===== config.mk =====
export PLATFORM = sky130hd
export DESIGN_NAME = pmem_line_bridge_flat
export DESIGN_NICKNAME = d
export VERILOG_FILES = /design/src/rtl/pmem_line_bridge_pkg.sv /design/src/rtl/pmem_line_bridge_if.sv /design/src/rtl/pmem_line_buffer.sv /design/src/rtl/pmem_line_bridge.sv /design/src/flat_wrapper.sv
export SDC_FILE = /design/constraint.sdc
export NUM_CORES = 1
export LEC_CHECK = 0
export ABC_AREA = 1
export CAP_MARGIN = 20
export CORE_ASPECT_RATIO = 1.75
export CORE_MARGIN = 4
export CORE_UTILIZATION = 45
export DETAILED_ROUTE_END_ITERATION = 8
export DONT_BUFFER_PORTS = 1
export MAX_ROUTING_LAYER = met4
export PLACE_DENSITY = 0.61
export SLEW_MARGIN = 20
export SYNTH_ARGS = -nofsm -noshare
export SYNTH_HDL_FRONTEND = slang
export SYNTH_HIERARCHICAL = 1
export SYNTH_SLANG_ARGS = --single-unit

===== constraint.sdc =====
create_clock -name clk -period 6.8 [get_ports clk]
set_input_delay 2.04 -clock clk [delete_from_list [all_inputs] [get_ports clk]]
set_output_delay 2.04 -clock clk [all_outputs]
set_load 0.02 [all_outputs]

===== src/rtl/pmem_line_bridge_pkg.sv =====
// Shared types and constants for the line-to-word physical memory bridge.
package pmem_line_bridge_pkg;

  localparam int LINE_WIDTH      = 128;
  localparam int WORD_WIDTH      = 16;
  localparam int LINE_ADDR_WIDTH = 12;
  localparam int PMEM_BEATS      = LINE_WIDTH / WORD_WIDTH;
  localparam int BEAT_BITS       = $clog2(PMEM_BEATS);
  localparam int TIMEOUT_CYCLES  = 255;

  typedef logic [LINE_WIDTH-1:0]      lc3b_line;
  typedef logic [LINE_ADDR_WIDTH-1:0] lc3b_line_addr;
  typedef logic [WORD_WIDTH-1:0]      lc3b_word;
  typedef logic [BEAT_BITS-1:0]       beat_idx_t;

  typedef enum logic [1:0] {IDLE, RD_BEAT, WR_BEAT, DONE} pmem_bridge_state_t;

  // Byte address of one beat: words are 2 bytes, so bit 0 is always clear.
  function automatic lc3b_word beat_byte_addr(lc3b_line_addr line_addr, beat_idx_t beat);
    return {line_addr, beat, 1'b0};
  endfunction

endpackage


===== src/rtl/pmem_line_bridge_if.sv =====
// Cache line port plus downstream word port. slave = the bridge, master = cache and memory side.
interface pmem_line_bridge_if;
  import pmem_line_bridge_pkg::*;

  logic          pmem_read;
  logic          pmem_write;
  lc3b_line_addr pmem_address;
  lc3b_line      pmem_wdata;
  lc3b_line      pmem_rdata;
  logic          pmem_resp;
  logic          pmem_error;

  logic          mem_read;
  logic          mem_write;
  lc3b_word      mem_address;
  lc3b_word      mem_wdata;
  lc3b_word      mem_rdata;
  logic          mem_resp;

  modport slave (
    input  pmem_read, pmem_write, pmem_address, pmem_wdata,
    output pmem_rdata, pmem_resp, pmem_error,
    output mem_read, mem_write, mem_address, mem_wdata,
    input  mem_rdata, mem_resp
  );

  modport master (
    output pmem_read, pmem_write, pmem_address, pmem_wdata,
    input  pmem_rdata, pmem_resp, pmem_error,
    input  mem_read, mem_write, mem_address, mem_wdata,
    output mem_rdata, mem_resp
  );

endinterface


===== src/rtl/pmem_line_buffer.sv =====
// 128-bit line register: whole-line load for writes, per-word fill for reads, word mux out.
module pmem_line_buffer
  import pmem_line_bridge_pkg::*;
(
  input  logic      clk,
  input  logic      reset,
  input  logic      load_line,
  input  lc3b_line  line_in,
  input  logic      word_we,
  input  beat_idx_t word_sel,
  input  lc3b_word  word_in,
  output lc3b_word  word_out,
  output lc3b_line  line_out
);

  lc3b_line line_q, line_d;

  always_comb begin
    line_d = line_q;
    if (load_line) begin
      line_d = line_in;
    end else if (word_we) begin
      line_d[WORD_WIDTH*word_sel +: WORD_WIDTH] = word_in;
    end
  end

  // NOTE: this wide register is reset on purpose so the assembled read line is zero out of reset.
  always_ff @(posedge clk) begin
    if (reset) line_q <= '0;
    else       line_q <= line_d;
  end

  assign word_out = line_q[WORD_WIDTH*word_sel +: WORD_WIDTH];
  assign line_out = line_q;

endmodule


===== src/rtl/pmem_line_bridge.sv =====
// Splits 128-bit cache line reads/writes into eight 16-bit word transactions.
// Optional per-beat timeout abort is enabled with `define PMEM_BRIDGE_TIMEOUT_EN.
module pmem_line_bridge
  import pmem_line_bridge_pkg::*;
(
  input  logic              clk,
  input  logic              reset,
  pmem_line_bridge_if.slave bus
);

  pmem_bridge_state_t state_q, state_d;
  beat_idx_t          beat_q, beat_d;
  lc3b_line_addr      addr_q, addr_d;

  logic     load_line;
  logic     word_we;
  logic     beat_done;
  logic     mem_read;
  logic     mem_write;
  logic     pmem_resp;
  lc3b_word word_out;
  lc3b_line line_out;

`ifdef PMEM_BRIDGE_TIMEOUT_EN
  logic [7:0] timer_q, timer_d;
  logic       err_q, err_d;
`endif

  pmem_line_buffer u_line_buffer (
    .clk      (clk),
    .reset    (reset),
    .load_line(load_line),
    .line_in  (bus.pmem_wdata),
    .word_we  (word_we),
    .word_sel (beat_q),
    .word_in  (bus.mem_rdata),
    .word_out (word_out),
    .line_out (line_out)
  );

  // NOTE: every signal driven here gets a default first, so no path can infer a latch.
  always_comb begin
    state_d   = state_q;
    beat_d    = beat_q;
    addr_d    = addr_q;
    load_line = 1'b0;
    word_we   = 1'b0;
    beat_done = 1'b0;
    mem_read  = 1'b0;
    mem_write = 1'b0;
    pmem_resp = 1'b0;

    unique case (state_q)
      IDLE: begin
        // Read wins a tie; the cache re-presents the write afterwards.
        if (bus.pmem_read) begin
          addr_d  = bus.pmem_address;
          beat_d  = '0;
          state_d = RD_BEAT;
        end else if (bus.pmem_write) begin
          addr_d    = bus.pmem_address;
          beat_d    = '0;
          load_line = 1'b1;
          state_d   = WR_BEAT;
        end
      end
      RD_BEAT: begin
        mem_read  = 1'b1;
        word_we   = bus.mem_resp;
        beat_done = bus.mem_resp;
      end
      WR_BEAT: begin
        mem_write = 1'b1;
        beat_done = bus.mem_resp;
      end
      DONE: begin
        pmem_resp = 1'b1;
        state_d   = IDLE;
      end
      default: state_d = IDLE;
    endcase

    if (beat_done) begin
      if (beat_q == beat_idx_t'(PMEM_BEATS-1)) state_d = DONE;
      else                                      beat_d  = beat_q + 1'b1;
    end
  end

`ifdef PMEM_BRIDGE_TIMEOUT_EN
  // Timer counts waiting cycles of the current beat; TIMEOUT_CYCLES of silence aborts the line.
  always_comb begin
    timer_d = timer_q;
    err_d   = err_q;
    if (state_q == RD_BEAT || state_q == WR_BEAT) begin
      if (beat_done) begin
        timer_d = '0;
      end else if (timer_q == 8'(TIMEOUT_CYCLES-1)) begin
        timer_d = '0;
        err_d   = 1'b1;
      end else begin
        timer_d = timer_q + 1'b1;
      end
    end else if (state_q == IDLE) begin
      timer_d = '0;
      err_d   = 1'b0;
    end
  end

  always_ff @(posedge clk) begin
    if (reset) begin
      timer_q <= '0;
      err_q   <= 1'b0;
    end else begin
      timer_q <= timer_d;
      err_q   <= err_d;
    end
  end
`endif

  // Abort overrides the beat FSM; the partially filled line is returned as-is.
  pmem_bridge_state_t state_nxt;
`ifdef PMEM_BRIDGE_TIMEOUT_EN
  assign state_nxt = (err_d && !err_q) ? DONE : state_d;
`else
  assign state_nxt = state_d;
`endif

  always_ff @(posedge clk) begin
    if (reset) begin
      state_q <= IDLE;
      beat_q  <= '0;
      addr_q  <= '0;
    end else begin
      state_q <= state_nxt;
      beat_q  <= beat_d;
      addr_q  <= addr_d;
    end
  end

  assign bus.mem_read    = mem_read;
  assign bus.mem_write   = mem_write;
  assign bus.mem_address = beat_byte_addr(addr_q, beat_q);
  assign bus.mem_wdata   = word_out;
  assign bus.pmem_rdata  = line_out;
  assign bus.pmem_resp   = pmem_resp;
`ifdef PMEM_BRIDGE_TIMEOUT_EN
  assign bus.pmem_error  = pmem_resp & err_q;
`else
  assign bus.pmem_error  = 1'b0;
`endif

endmodule


===== src/flat_wrapper.sv =====
// flat-port wrapper written by rule: the top's interface ports become plain ports
module pmem_line_bridge_flat import pmem_line_bridge_pkg::*;
  (clk, reset, bus_pmem_read, bus_pmem_write, bus_pmem_address, bus_pmem_wdata, bus_pmem_rdata, bus_pmem_resp, bus_pmem_error, bus_mem_read, bus_mem_write, bus_mem_address, bus_mem_wdata, bus_mem_rdata, bus_mem_resp);
  pmem_line_bridge_if bus_i ();
  input  logic clk;
  input  logic reset;
  input wire logic [$bits(bus_i.pmem_read)-1:0] bus_pmem_read;
  input wire logic [$bits(bus_i.pmem_write)-1:0] bus_pmem_write;
  input wire logic [$bits(bus_i.pmem_address)-1:0] bus_pmem_address;
  input wire logic [$bits(bus_i.pmem_wdata)-1:0] bus_pmem_wdata;
  output wire logic [$bits(bus_i.pmem_rdata)-1:0] bus_pmem_rdata;
  output wire logic [$bits(bus_i.pmem_resp)-1:0] bus_pmem_resp;
  output wire logic [$bits(bus_i.pmem_error)-1:0] bus_pmem_error;
  output wire logic [$bits(bus_i.mem_read)-1:0] bus_mem_read;
  output wire logic [$bits(bus_i.mem_write)-1:0] bus_mem_write;
  output wire logic [$bits(bus_i.mem_address)-1:0] bus_mem_address;
  output wire logic [$bits(bus_i.mem_wdata)-1:0] bus_mem_wdata;
  input wire logic [$bits(bus_i.mem_rdata)-1:0] bus_mem_rdata;
  input wire logic [$bits(bus_i.mem_resp)-1:0] bus_mem_resp;
  assign bus_i.pmem_read = bus_pmem_read;
  assign bus_i.pmem_write = bus_pmem_write;
  assign bus_i.pmem_address = bus_pmem_address;
  assign bus_i.pmem_wdata = bus_pmem_wdata;
  assign bus_pmem_rdata = bus_i.pmem_rdata;
  assign bus_pmem_resp = bus_i.pmem_resp;
  assign bus_pmem_error = bus_i.pmem_error;
  assign bus_mem_read = bus_i.mem_read;
  assign bus_mem_write = bus_i.mem_write;
  assign bus_mem_address = bus_i.mem_address;
  assign bus_mem_wdata = bus_i.mem_wdata;
  assign bus_i.mem_rdata = bus_mem_rdata;
  assign bus_i.mem_resp = bus_mem_resp;
  pmem_line_bridge u_core (.clk(clk), .reset(reset), .bus(bus_i));
endmodule

==> metrics.md, run 1 <==
| Metric | Value |
|---|---|
| Flop-to-flop setup slack | 3.23 ns |
| GR Util All Layers | 38.2% |
| Commonest non-fill, non-tap cell in the layout | nand2_1 |
| Post-DP HPWL | 31900 um |
| Share of cells above drive strength 1 | 5.89% |
| FP Rows | 66 |
| Yosys cell types | 31 |
| Clock group share of total power | 37.3% |
| Initial DRC Count | 1063 |
| Top Ports | 325 |
| Combinational share of power | 21.9% |
| Area growth syn-to-layout | 6.40% |
| H-tree Lvls | 4 |
| Critical Path Fanout Max | 68 |
| Critical path launch point type | flop |
| Most frequent cells in the layout | nand2_1, nor2_1, o21ai_0, dfxtp_1, nand3_1 |
| #FFs+latches synth | 145 |
| DR vias | 9614 |
| Post_cts resized | 0 |
| Cell mode on critical path | nand2_1 |
| Core footprint | 0.0187 mm^2 |
| Asr flop ratio synth | 0% |
| GRT Residual Overflow | 0 |
| Initial Utilization | 45.8% |
| Mapped cell area | 0.00855 mm^2 |
| # DRC | 0 |
| Hold WC Path Type | flop to flop |
| Final net count | 1551 |
| Fmax | 221 MHz |
| Skew final | 0.00801 ns |
| Sequential-to-total area share from yosys stat | 34.0% |
| Top FF cell, synth | dfxtp_1 |
| Sw frac | 37.1% |
| Hold Vio Cnt, Final | 0 |
| Area of the multi-input gates | 0.00504 mm^2 |
| Kind of critical path | flop to output port |
| Leakage | 4.23 nW |
| Later-pin clock latency in the skew report | 0.44 ns |
| Tmin final | 4.53 ns |
| Clk sinks | 145 |
| Rel. slew slack | 28.4% |
| Chip width | 112 um |
| Crit-path max cell delay | 0.75 ns |
| Maximum root-to-sink buffer count | 2 |
| TritonCTS clock tree | built |
| Diodes inserted | 0 |
| Max VDD drop | 0.171 mV |
| Global-route wire length before repair | 58400 um |
| Antenna viol nets, final | 0 |
| Data required time of the critical path | 4.76 ns |
| Hold Buf Count CTS | 0 |
| # Post-CTS Setup Buffers | 0 |
| Max-cap violations | 0 |
| Status | completed |
| Die Y | 190 um |
| Int Power | 1.70 mW |
| Vias in the first global route | 9031 |
| P per Cell Area | 297 mW/mm^2 |
| Worst Path Arrival | 2.49 ns |
| IO buf count | 0 |
| Cts bufs inserted | 17 |
| Largest cells by area after synthesis | dfxtp_1, nand2_1, nor2_1 |
| Final TNS setup | 0 ns |
| Mapped Cells | 1443 |
| Critical path endpoint category | output port |
| Final WS setup | 2.27 ns |
| Largest net degree at the start of global routing | 99 |
| EDFF count, synth | 0 |
| Drt total wl | 41100 um |
| Seq pwr share | 40.8% |
| Pins over their slew limit | 0 |
| Worst-path clk slew | 0.06 ns |
| RSZ-0062 raised after global routing | no |
| Antenna violations before repair | 0 |
| Yosys warns | 6 |
| Detailed Routing Iterations Pass 1 | 6 |
| CTS Root Cell | clkbuf_16 |
| Setup violators final | 0 |
| Wire length per cell | 25.2 um |
| Vias per cell | 5.89 |
| Largest area contributor in the netlist | dfxtp_1 |
| Cells along the critical path | inv_2 -> o21ai_0 -> o22ai_1 -> nand2_1 -> nand2_1 |
| Placer Congestion | 0.995 |
| CP max-delay cell | inv_2 |
| Register area | 0.00290 mm^2 |
| DIE AREA | 0.0214 mm^2 |
| Slew @ Worst Pin | 1.07 ns |
| Final Cycle Share | 66.5% |
| Layout fillers | 2091 |
| Psw | 1.00 mW |
| Yosys top cell area share | 34.0% |
| Syn Area/Cell | 5.92 um^2 |
| Pre-CTS setup slack | 2.72 ns |
## logic make-up after synthesis
group                    after synthesis  synth area share [%]
adder cells (fa/ha/maj)               10                  1.46
other                                  1                0.0439
AND/OR/NAND/NOR                      922                  43.4
flip-flops                           145                  34.0
buffers and inverters                135                  7.23
AO/OA/AOI/OAI                        230                  13.9
## synth_stat cells, drive strengths merged, types with 4 or more instances
library cell and count:
nand2 525, nor2 317, o21ai 157, dfxtp 145, nand3 74, clkbuf 50, buf 43, a21oi 41
inv 41, o22ai 32, ha 10, nand4 4
## cell type report
cell class / instances / share of cell area, %
repair buffers: 10 / 0.825
multi-input cells: 1164 / 55.4
clock inverters: 10 / 1.73
well taps: 238 / 3.27
clock buffers: 22 / 5.10
inverters: 42 / 1.76
flip-flops and latches: 145 / 31.9
## power by group through the flow
stage	logic, mW	clock network [mW]	registers, mW
5_1_grt	0.646	1.04	1.11
4_1_cts	0.577	1.02	1.10
6_report	0.590	1.01	1.10
3_5_place_dp	0.574	0	1.12
2_1_floorplan	0.454	0	1.07
3_3_place_gp	0.570	0	1.12
## routing by layer
layer	GRT usage (%)	vias up	routed length (um)
met2	65.3	576	20800
met5	-	-	0
li1	-	4468	-
met3	8.10	160	3390
met1	38.4	4410	13600
met4	26.8	0	3330
## final timing paths
path                            cells after the start        startpoint                                end
worst min-delay path                                2  u_core/addr_q[3]                   u_core/addr_q[3]
worst min register to register                      2  u_core/addr_q[3]                   u_core/addr_q[3]
worst max register to register                      8  u_core/beat_q[0]  u_core/u_line_buffer/line_out[39]
worst max-delay path                                5  u_core/beat_q[0]                   bus_mem_wdata[8]
## registers in the layout (all words and copies together), names as in the netlist
register and flops:
u_core/beat_q 3, u_core/u_line_buffer/line_out 128, u_core/state_q 2, u_core/addr_q 12
## worst max-delay path, delay by kind of cell, from the launching register on
| kind | cells | cell delay (ns) |
|---|---|---|
| buffers and inverters | 1 | 0.75 |
| AND/OR/NAND/NOR | 2 | 0.41 |
| flip-flops | 1 | 0.32 |
| AO/OA/AOI/OAI | 2 | 0.53 |
## per-stage QoR
| step | hold WS (ns) | utilization [%] | total power, mW | area [um^2] | instances |
|---|---|---|---|---|---|
| floorplan | 0.548 | - | 1.52 | 8550 | 1444 |
| CTS | 0.586 | 48.7 | 2.70 | 9100 | 1631 |
| detailed placement | 0.578 | 45.4 | 1.70 | 8470 | 1599 |
| global placement | 0.571 | 45.4 | 1.69 | 8470 | 1599 |
| global route | 0.610 | 48.7 | 2.80 | 9100 | 1631 |
| finish | 0.585 | 48.7 | 2.70 | 9100 | 1631 |
(Power assumes the default switching activity.)
==> inputs of run 2 (changes only) <==
==> constraint.sdc (replaced) <==
create_clock -name clk -period 4.5 [get_ports clk]
set_input_delay 1.35 -clock clk [delete_from_list [all_inputs] [get_ports clk]]
set_output_delay 1.35 -clock clk [all_outputs]
set_load 0.02 [all_outputs]
==> run 2 against run 1 <==
Compared with the run above: clock power rose by 49%; sequential power up 52%; combinational power grew 54%; largest cell class unchanged; largest power group unchanged.
==> metrics.md, run 2 (synthesis results as in run 1) <==
| Metric | Value |
|---|---|
| Worst-path clk slew | 0.06 ns (about the same) |
| Hold Vio Cnt, Final | 0 (unchanged) |
| Global-route wire length before repair | 58400 um (about the same) |
| Post-DP HPWL | 32300 um (was 31900 um) |
| Critical Path Fanout Max | 58 (was 68) |
| DR vias | 9562 (was 9614) |
| Final Cycle Share | 81.7% |
| Vias per cell | 5.84 (was 5.89) |
| Maximum root-to-sink buffer count | 2 (unchanged) |
| Setup violators final | 0 (unchanged) |
| FP Rows | 66 (unchanged) |
| Max VDD drop | 0.285 mV (was 0.171 mV) |
| Most frequent cells in the layout | nand2_1, nor2_1, o21ai_0, dfxtp_1, nand3_1 (unchanged) |
| Hold Buf Count CTS | 0 (unchanged) |
| DIE AREA | 0.0214 mm^2 (unchanged) |
| Commonest non-fill, non-tap cell in the layout | nand2_1 (unchanged) |
| Final net count | 1554 (was 1551) |
| Register area | 0.00290 mm^2 (unchanged) |
| Worst setup path endpoint | bus_mem_wdata[14] (was bus_mem_wdata[8]) |
| # Post-CTS Setup Buffers | 0 (unchanged) |
| Initial Utilization | 45.8% (unchanged) |
| Fmax | 272 MHz |
| Data required time of the critical path | 3.15 ns (was 4.76 ns) |
| Share of cells above drive strength 1 | 6.23% (was 5.89%) |
| Placed cell area | 0.00851 mm^2 (was 0.00847 mm^2) |
| Final TNS setup | 0 ns (unchanged) |
| Detailed Routing Iterations Pass 1 | 7 (was 6) |
| Pins over their slew limit | 0 (unchanged) |
| Area of the multi-input gates | 0.00504 mm^2 (unchanged) |
| Rel. slew slack | 41.3% (was 28.4%) |
| GR Util All Layers | 38.1% (was 38.2%) |
| Status | completed (unchanged) |
| Worst Reg-to-Reg Cells | 12 (was 8) |
| Critical path endpoint category | output port (unchanged) |
| Cts bufs inserted | 17 (unchanged) |
| Initial DRC Count | 1019 (was 1063) |
| Hold WC Path Type | flop to flop (unchanged) |
| Drt total wl | 41100 um (about the same) |
| Layout fillers | 2085 (was 2091) |
| Flop-to-flop setup slack | 1.33 ns (was 3.23 ns) |
| GRT Residual Overflow | 0 (unchanged) |
| Clk sinks | 145 (unchanged) |
| Leakage | 4.25 nW (was 4.23 nW) |
| IO buf count | 0 (unchanged) |
| CTS Root Cell | clkbuf_16 (unchanged) |
| Placer Congestion | 1.02 (was 0.995) |
| Antenna violations before repair | 1 (was 0) |
| # DRC | 0 (unchanged) |
| Chip width | 112 um (unchanged) |
| Later-pin clock latency in the skew report | 0.43 ns (was 0.44 ns) |
| FF-to-FF Start | u_core/beat_q[0] (unchanged) |
| Post_cts resized | 0 (unchanged) |
| P per Cell Area | 447 mW/mm^2 (was 297 mW/mm^2) |
| Largest net degree at the start of global routing | 130 (was 99) |
| Tmin final | 3.68 ns |
| Die Y | 190 um (unchanged) |
| Top Ports | 325 (unchanged) |
| H-tree Lvls | 4 (unchanged) |
| RSZ-0062 raised after global routing | no (unchanged) |
| Wire length per cell | 25.1 um (was 25.2 um) |
| Worst Path Arrival | 2.33 ns (was 2.49 ns) |
| Worst flop-to-flop path endpoint | u_core/u_line_buffer/line_out[7] (was u_core/u_line_buffer/line_out[39]) |
| Core footprint | 0.0187 mm^2 (unchanged) |
| Skew final | 0.00752 ns (was 0.00801 ns) |
| Antenna viol nets, final | 0 (unchanged) |
| Max-cap violations | 0 (unchanged) |
| Area growth syn-to-layout | 6.79% (was 6.40%) |
| Fin area | 0.00913 mm^2 (was 0.00910 mm^2) |
| Max reg flops | 128 (unchanged) |
| Crit path from | u_core/beat_q[0] (unchanged) |
| Kind of critical path | flop to output port (unchanged) |
| Vias in the first global route | 9042 (was 9031) |
| Slew @ Worst Pin | 0.881 ns (was 1.07 ns) |
| Critical path launch point type | flop (unchanged) |
| TritonCTS clock tree | built (unchanged) |
-- run 2: changes by cell type in the layout (fill, tap and decap cells not counted) --
cell,previous run,this run
clkbuf_8,2,0
clkinv_4,0,1
buf_12,0,1
clkinvlp_4,3,2
clkbuf_1,3,1
inv_6,0,2
diode_2,0,2
buf_4,10,12
clkinv_2,3,5
-- run 2: stage by stage --
stage / power, mW / hold slack (ns) / std cells / utilization, % / setup slack [ns]
floorplan: 2.30 / 0.548 / 1444 / - / 1.61
global placement: 2.57 / 0.571 / 1602 / 45.6 / 1.31
detailed placement: 2.58 / 0.577 / 1602 / 45.6 / 1.27
CTS: 4.07 / 0.586 / 1634 / 48.9 / 0.893
global route: 4.23 / 0.606 / 1635 / 48.9 / 0.766
finish: 4.08 / 0.584 / 1636 / 48.9 / 0.822
-- run 2: critical path, stage by stage, from the launching register on --
cell     delay, ns
dfxtp_2       0.32
inv_2         0.62
o21ai_0       0.17
o22ai_1       0.37
nand2_1       0.12
nand2_1       0.25
-- run 2: final cells by class --
class | instances | share of cell area (%)
clock inverter | 14 | 2.04
antenna | 2 | 0.0548
timing repair buffer | 13 | 1.21
sequential | 145 | 31.8
inverter | 42 | 1.75
clock buffer | 18 | 4.70
multi-input combinational | 1164 | 55.2
tap | 238 | 3.26
-- run 2: worst min path at each step --
stage / start / endpoint / slack [ns] / depth (start not counted)
floorplan: u_core/state_q[0] / u_core/state_q[0] / 0.55 / 4
global placement: u_core/addr_q[5] / u_core/addr_q[5] / 0.57 / 2
detailed placement: u_core/addr_q[5] / u_core/addr_q[5] / 0.58 / 2
CTS: u_core/addr_q[5] / u_core/addr_q[5] / 0.59 / 2
global route: u_core/addr_q[0] / u_core/addr_q[0] / 0.61 / 2
finish: u_core/addr_q[5] / u_core/addr_q[5] / 0.58 / 2
-- run 2: per-layer routing --
metal / wire [um] / global-route usage [%] / vias to the layer above
li1: - / - / 4478
met2: 20700 / 65.6 / 607
met5: 0 / - / -
met1: 13300 / 37.8 / 4345
met3: 3660 / 8.67 / 132
met4: 3390 / 26.3 / 0
-- run 2: where the power goes --
part	switching [mW]	leakage (nW)	internal [mW]	total, mW
logic	0.678	2.77	0.228	0.906
clock network	0.579	0.300	0.925	1.50
registers	0.273	1.19	1.39	1.67
total	1.53	4.25	2.55	4.08
==> inputs of run 3 (changes only) <==
==> constraint.sdc (replaced) <==
create_clock -name clk -period 3.6 [get_ports clk]
set_input_delay 1.08 -clock clk [delete_from_list [all_inputs] [get_ports clk]]
set_output_delay 1.08 -clock clk [all_outputs]
set_load 0.02 [all_outputs]
==> run 3 against run 2 <==
Compared with the run above: total power is 28% higher; via count is 0.60% lower; worst hold slack better by 0.0023 ns; highest routed layer unchanged; combinational power is 30% higher; cell area is 1.2% higher; sequential power is 23% higher; count of clock-buffer cells in the layout is 1 higher; routed wire length is 0.35% lower; register-to-register slack worse by 0.82 ns; largest cell class unchanged; first-iteration DRC count is 21% lower; die area stayed put; critical path depth is 1 higher.
==> metrics.md, run 3 (synthesis results as in run 1) <==
| Metric | Value |
|---|---|
| Status | completed (unchanged) |
| Data required time of the critical path | 2.52 ns (was 3.15 ns) |
| Combinational share of power | 22.7% (was 22.2%) |
| Hold depth | 2 (unchanged) |
| Leakage | 4.32 nW (was 4.25 nW) |
| DR vias | 9505 (was 9562) |
| Max VDD drop | 0.361 mV (was 0.285 mV) |
| Antenna viol nets, final | 0 (unchanged) |
| Diodes inserted | 0 (was 2) |
| Final WS setup | 0.0755 ns (was 0.822 ns) |
| Vias in the first global route | 9019 (was 9042) |
| CTS Root Cell | clkbuf_16 (unchanged) |
| Fin area | 0.00924 mm^2 (was 0.00913 mm^2) |
| Final net count | 1560 (was 1554) |
| Die Y | 190 um (unchanged) |
| Antenna violations before repair | 0 (was 1) |
| Layout fillers | 2134 (was 2085) |
| Fmax | 284 MHz |
| Later-pin clock latency in the skew report | 0.45 ns (was 0.43 ns) |
| Psw | 1.96 mW (was 1.53 mW) |
| Post-DP HPWL | 32200 um (was 32300 um) |
| Kind of critical path | flop to output port (unchanged) |
| FF-to-FF Start | u_core/beat_q[0] (unchanged) |
| Worst Reg-to-Reg Cells | 11 (was 12) |
| Crit path from | u_core/beat_q[0] (unchanged) |
| Critical Path Fanout Max | 41 (was 58) |
| Vias per cell | 5.80 (was 5.84) |
| H-tree Lvls | 4 (unchanged) |
| P per Cell Area | 564 mW/mm^2 (was 447 mW/mm^2) |
| Final Cycle Share | 97.9% |
| Initial DRC Count | 801 (was 1019) |
| Largest net degree at the start of global routing | 130 (unchanged) |
| Share of cells above drive strength 1 | 6.70% (was 6.23%) |
| Pins over their slew limit | 0 (unchanged) |
| Maximum root-to-sink buffer count | 2 (unchanged) |
| Global-route wire length before repair | 58000 um (was 58400 um) |
| FP Rows | 66 (unchanged) |
| Area growth syn-to-layout | 8.02% (was 6.79%) |
| Initial Utilization | 45.8% (unchanged) |
| Commonest non-fill, non-tap cell in the layout | nand2_1 (unchanged) |
| Seq pwr share | 39.5% (was 40.9%) |
| Hold WC Path Type | flop to flop (unchanged) |
| Hold Vio Cnt, Final | 0 (unchanged) |
| Wire length per cell | 24.9 um (was 25.1 um) |
| TritonCTS clock tree | built (unchanged) |
| Sw frac | 37.7% (was 37.5%) |
| Final TNS setup | 0 ns (unchanged) |
| Detailed Routing Iterations Pass 1 | 7 (unchanged) |
| Drt total wl | 40900 um (was 41100 um) |
| Placer Congestion | 0.960 (was 1.02) |
| # DRC | 0 (unchanged) |
| Hold_sp | u_core/addr_q[10] (was u_core/addr_q[5]) |
| Worst Path Arrival | 2.44 ns (was 2.33 ns) |
| Setup violators final | 0 (unchanged) |
| Pre-CTS setup slack | 0.493 ns (was 1.27 ns) |
| Top Ports | 325 (unchanged) |
| Critical path launch point type | flop (unchanged) |
| Chip width | 112 um (unchanged) |
| Tmin final | 3.52 ns |
| Slew @ Worst Pin | 0.672 ns (was 0.881 ns) |
| Worst-path clk slew | 0.07 ns (was 0.06 ns) |
| GR Util All Layers | 37.9% (was 38.1%) |
| Most frequent cells in the layout | nand2_1, nor2_1, o21ai_0, dfxtp_1, nand3_1 (unchanged) |
| Core footprint | 0.0187 mm^2 (unchanged) |
| Skew final | 0.00898 ns (was 0.00752 ns) |
| Cts bufs inserted | 17 (unchanged) |
| Max reg flops | 128 (unchanged) |
| DIE AREA | 0.0214 mm^2 (unchanged) |
| GRT Residual Overflow | 0 (unchanged) |
| IO buf count | 0 (unchanged) |
| Clock group share of total power | 37.9% (was 36.9%) |
| Critical path endpoint category | output port (unchanged) |
| Max-cap violations | 0 (unchanged) |
| Placed cell area | 0.00858 mm^2 (was 0.00851 mm^2) |
| Clk sinks | 145 (unchanged) |
| RSZ-0062 raised after global routing | no (unchanged) |
| Int Power | 3.25 mW (was 2.55 mW) |
| Rel. slew slack | 55.2% (was 41.3%) |
==> run 3: through the flow <==
step / utilization [%] / hold WS (ns) / power, mW / cells
2_1_floorplan: - / 0.548 / 2.88 / 1444
3_3_place_gp: 46.0 / 0.571 / 3.24 / 1608
3_5_place_dp: 46.0 / 0.577 / 3.24 / 1608
4_1_cts: 49.5 / 0.587 / 5.20 / 1640
5_1_grt: 49.5 / 0.619 / 5.40 / 1640
6_report: 49.5 / 0.586 / 5.21 / 1640
==> run 3: critical path, cell delays in order, from the launching register on <==
cell	delay [ns]
dfxtp_2	0.33
clkinv_2	0.37
buf_12	0.28
nor2_1	0.10
o22ai_1	0.54
nand2_1	0.16
nand2_1	0.21
==> run 3: routing by layer <==
| layer | wire (um) | up-vias | share of wire, % | track usage, % |
|---|---|---|---|---|
| met5 | 0 | - | 0 | - |
| met4 | 2860 | 0 | 7.0 | 23.4 |
| met3 | 3330 | 109 | 8.1 | 8.00 |
| met2 | 21000 | 551 | 51 | 65.6 |
| met1 | 13700 | 4371 | 34 | 38.8 |
| li1 | - | 4474 | - | - |
==> run 3: what timing repair did <==
item | 4_1_cts | 5_1_grt
buffers inserted | 0 | 0
hold endpoints to repair | 0 | 0
setup endpoints to repair | 0 | 3
hold buffers | 0 | 0
resized for setup | 0 | 2
==> run 3: layout make-up <==
type,count,area [um^2],share of cell area (%)
multi-input combinational,1164,5040,54.5
tap,238,298,3.22
sequential,145,2900,31.4
inverter,42,161,1.75
timing repair buffer,19,184,1.99
clock inverter,13,198,2.14
clock buffer,19,453,4.90
==> run 3: path summary, 6_finish.rpt <==
check / slack, ns / to
worst max-delay path: 0.08 / bus_mem_wdata[8]
worst min-delay path: 0.59 / u_core/addr_q[10]
worst max register to register: 0.51 / u_core/u_line_buffer/line_out[26]
worst min register to register: 0.59 / u_core/addr_q[10]
==> run 3: power by group through the flow <==
| stage | registers [mW] | clock network (mW) | logic, mW |
|---|---|---|---|
| after floorplan | 2.02 | 0 | 0.857 |
| after global placement | 2.09 | 0 | 1.15 |
| after detailed placement | 2.09 | 0 | 1.15 |
| after CTS | 2.06 | 1.99 | 1.16 |
| after global routing | 2.06 | 2.05 | 1.28 |
| final | 2.05 | 1.97 | 1.18 |
==> variant 1, RTL diff (settings of run 3) <==
Add a define of `PMEM_BRIDGE_TIMEOUT_EN`.
--- a/src/rtl/pmem_line_bridge.sv
+++ b/src/rtl/pmem_line_bridge.sv
@@ -1,5 +1,7 @@
 // Splits 128-bit cache line reads/writes into eight 16-bit word transactions.
 // Optional per-beat timeout abort is enabled with `define PMEM_BRIDGE_TIMEOUT_EN.
+`define PMEM_BRIDGE_TIMEOUT_EN
+
 module pmem_line_bridge
   import pmem_line_bridge_pkg::*;
 (
Check against the original RTL: no difference found for any inputs over 4 cycles, from zero or initial values and one cycle with reset high; that may be too few to reach the edited logic, so the function may still have changed.
==> variant 1 against run 3 <==
  * Setup slack improved by 50 ps
  * Cell count increased by 4.9%
  * Global-route usage decreased by 2.1 points
  * Cell area increased by 4.1%
  * Sequential cell count increased by 9
  * Wire length decreased by 0.37%
  * Combinational power increased by 63%
  * Synthesized cell count increased by 4.9%
  * Total power increased by 15%
  * Area after synthesis increased by 5.2%
  * Largest power group unchanged
==> variant 1: results (changes against run 3) <==
drt first pass iters 5 (-2); Worst Min Path Start u_core/timer_q[5]; postcts setup bufs 0 (unchanged); Worst Max-Slew Pin Slew 772 ps (+99.5 ps); GR Util met2 62.7% (-2.9 points); fill cell count 2219 (+4.0%); first-pass GRT wire length 58.1 mm (about the same); Wirelength per Cell 23.7 µm (-5.0%); met1 usage in global routing 36.6% (-2.1 points); wire length on met3 3.19 mm (-4.1%); post-synthesis compound-gate area fraction 13.7% (-0.23 points); status complete, no violations; P_leak 4.47 nW (+3.6%); RR Endpoint u_core/u_line_buffer/line_out[119]; skew final 9.30 ps (+0.323 ps); CP endpoint bus_mem_wdata[15]; vias in the first global route 9241 (+2.5%); Synth area leaders dfxtp_1, nand2_1, nor2_1; Final #Nets 1635 (+4.8%); layout cells sized above 1 6.64% (-0.061 points); Post-synth top cells nand2_1, nor2_1, o21ai_0; Synth Area in Adders 1.67% (+0.21 points); Hold Path End u_core/timer_q[5]; gr usage total 35.8% (-2.1 points); R2R setup slack 770 ps (+260 ps); Metal-1 WL 13.8 mm (+0.81%); Peak VDD IR 0.343 mV (-5.0%); DRT iter0 DRCs 879 (+9.7%); Max FO, Critical Path 36 (-12%); Seq/Total Area, Yosys 34.3% (+0.31 points); post-DP HPWL 32.3 mm (+0.39%); CP Data Arrival Time 2390 ps (-50 ps); Setup crit start u_core/beat_q[1]; Die Wd 115 µm (+2.4%); pin count of the biggest net entering global routing 92 (-29%)
[variant 1: cell types whose count changed after synthesis, moves of 2 or more]
cell,delta
nand2_1,+22
ha_1,+2
o21ai_1,-9
nand3_1,+2
o21ai_0,+14
inv_1,+12
nor2_1,+15
dfxtp_1,+9
xor2_1,+3
[variant 1: per-stage QoR]
step / instances / setup WS [ps] / power [mW] / hold WS (ps) / util (%)
after floorplan: 1514 / 858 / 3.65 / 472 / -
after global routing: 1720 / 96.7 / 6.26 / 555 / 48.7
after detailed placement: 1688 / 514 / 4.24 / 519 / 45.8
after CTS: 1720 / 47.0 / 5.96 / 531 / 48.7
after global placement: 1688 / 490 / 4.25 / 513 / 45.8
final: 1720 / 126 / 5.98 / 529 / 48.7
[variant 1: cell families (layout without fill, tap and decap cells)]
group	count (synthesis)	in the layout
xor+xnor	3	3
compound gates	237	237
other cells	1	1
flops	154	154
fa+ha+maj	12	12
buf+inv	145	106
simple gates	962	962
[variant 1: cell type report]
cell class                      instances  area, µm²  area share, %
Clock buffer                           19        453           4.71
Clock inverter                         13        108           1.12
Inverter                               53        199           2.07
Multi-Input combinational cell       1215       5290           55.0
Sequential cell                       154       3080           32.1
Tap cell                              245        307           3.19
Timing Repair Buffer                   21        174           1.81
[variant 1: power groups by stage]
stage               Sequential [mW]  Clock [mW]  Combinational [mW]
floorplan                      2.27           0                1.38
global placement               2.36           0                1.88
detailed placement             2.36           0                1.88
CTS                            2.33        1.75                1.89
global route                   2.34        1.83                2.09
finish                         2.33        1.74                1.92
[variant 1: critical path: stages (launching register included)]
cell	delay [ps]
dfxtp_1	370
buf_4	410
o21ai_0	190
o22ai_1	540
nand2_1	200
nand2_1	230
==> variant 2, RTL diff (settings of run 3) <==
Without the edit above. Encoding of `pmem_bridge_state_t`: now one-hot (4 bits for 4 states).
--- a/src/rtl/pmem_line_bridge_pkg.sv
+++ b/src/rtl/pmem_line_bridge_pkg.sv
@@ -13,7 +13,7 @@
   typedef logic [WORD_WIDTH-1:0]      lc3b_word;
   typedef logic [BEAT_BITS-1:0]       beat_idx_t;
 
-  typedef enum logic [1:0] {IDLE, RD_BEAT, WR_BEAT, DONE} pmem_bridge_state_t;
+  typedef enum logic [3:0] {IDLE = 4'b0001, RD_BEAT = 4'b0010, WR_BEAT = 4'b0100, DONE = 4'b1000} pmem_bridge_state_t;
 
   // Byte address of one beat: words are 2 bytes, so bit 0 is always clear.
   function automatic lc3b_word beat_byte_addr(lc3b_line_addr line_addr, beat_idx_t beat);
Check against the original RTL: no difference found for any inputs over 4 cycles, from zero or initial values and one cycle with reset high; so few cycles prove little.
==> variant 2 against run 3 <==
  * Cell area is essentially flat
  * Global-route usage down 3.0 points
  * Utilization is essentially flat
  * Setup slack improved by 290 ps
  * Area after synthesis increased by 0.67%
  * Sequential cell count grew 2
  * Wire length is 7.1% lower
  * Critical path depth is 1 lower
  * Highest routed layer unchanged
Power is not compared: it rests on default switching activity, and its combinational part moved more than twofold at a synthesized area within 25%.
==> variant 2: results (changes against run 3) <==
status complete, no violations; Post-synth ARST share 0% (unchanged); Detailed Route WL 38.0 mm (-7.1%); Synth area leaders dfxtp_1, nand2_1, nor2_1; drt first pass iters 6 (-1); clock latency on the worst-skew pair 430 ps (-20 ps); layout cells sized above 1 6.24% (-0.46 points); post-synthesis xor/xnor area fraction 0% (unchanged); post-DP HPWL 30.0 mm (-6.6%); vias post-DR 9402 (-1.1%); RR Startpoint u_core/beat_q[1]; vias in the first global route 8815 (-2.3%); Synth Area in Adders 0.727% (-0.74 points); Worst slew margin 49.4% (-5.7 points); Final Wtd Congestion 0.993 (+3.4%); post-CTS sizing 0 (unchanged); Post-synth top cells nand2_1, nor2_1, dfxtp_1; Mean Syn Cell Area 5.91 µm² (-0.29%); fill cell count 2074 (-2.8%); first-pass GRT wire length 54.4 mm (-6.3%); R2R setup slack 700 ps (+190 ps); postcts setup bufs 0 (unchanged); CP Data Arrival Time 2150 ps (-290 ps); gr usage total 34.9% (-3.0 points); pin count of the biggest net entering global routing 92 (-29%); max FFs per register 128 (unchanged); Root Buffer clkbuf_16; skew final 7.73 ps (-1.25 ps); Seq/Total Area, Yosys 34.2% (+0.24 points); Max FO, Critical Path 43 (+4.9%); Worst Min Path Start u_core/addr_q[6]; DRT iter0 DRCs 1095 (+37%); post-synthesis compound-gate area fraction 13.8% (-0.17 points); final cell count without fillers 1648 (+0.49%); sw frac 30.5%
## variant 2: area by class of cell
type | instances | area [µm²] | share of cell area [%]
well taps | 238 | 298 | 3.22
repair buffers | 15 | 138 | 1.49
inverters | 48 | 180 | 1.95
clock buffers | 20 | 447 | 4.83
multi-input cells | 1170 | 5050 | 54.7
flip-flops and latches | 147 | 2940 | 31.9
clock inverters | 10 | 183 | 1.98
## variant 2: worst paths after layout
path,endpoint,depth (start not counted)
worst min register to register,u_core/addr_q[6],2
worst max-delay path,bus_mem_wdata[12],5
worst min-delay path,u_core/addr_q[6],2
worst max register to register,u_core/u_line_buffer/line_out[43],8
## variant 2: critical path, cell delays in order (launching register included)
cell	delay (ps)
dfxtp_2	390
buf_4	370
o21ai_0	140
o22ai_1	330
nand2_1	210
nand2_1	250
## variant 2: power groups by stage
stage / clock, mW / sequential, mW / combinational (mW)
4_1_cts: 1.96 / 1.98 / 0.577
6_report: 1.93 / 1.98 / 0.585
3_5_place_dp: 0 / 2.02 / 0.575
3_3_place_gp: 0 / 2.02 / 0.569
5_1_grt: 2.02 / 1.99 / 0.650
2_1_floorplan: 0 / 1.95 / 0.458
## variant 2: per-layer routing
layer / track usage (%) / routed length [µm]
met1: 36.8 / 13000
met2: 57.1 / 18500
met3: 7.67 / 3410
met4: 25.1 / 3080
met5: - / 0
## variant 2: per-stage QoR
step | util [%] | power (mW) | hold WS, ps | instance area [µm²] | setup WS (ps)
finish | 49.5 | 4.50 | 560 | 9240 | 367
CTS | 49.5 | 4.51 | 564 | 9240 | 436
detailed placement | 46.1 | 2.59 | 555 | 8610 | 697
global placement | 46.1 | 2.58 | 549 | 8610 | 767
floorplan | - | 2.41 | 536 | 8610 | 853
global route | 49.5 | 4.66 | 576 | 9240 | 303
## variant 2: cell families after synthesis
group / count (synthesis)
AOI/OAI and AO/OA: 228
other: 1
DFF: 147
and+or+nand+nor: 935
buffers and inverters: 141
adders and majority gates: 5
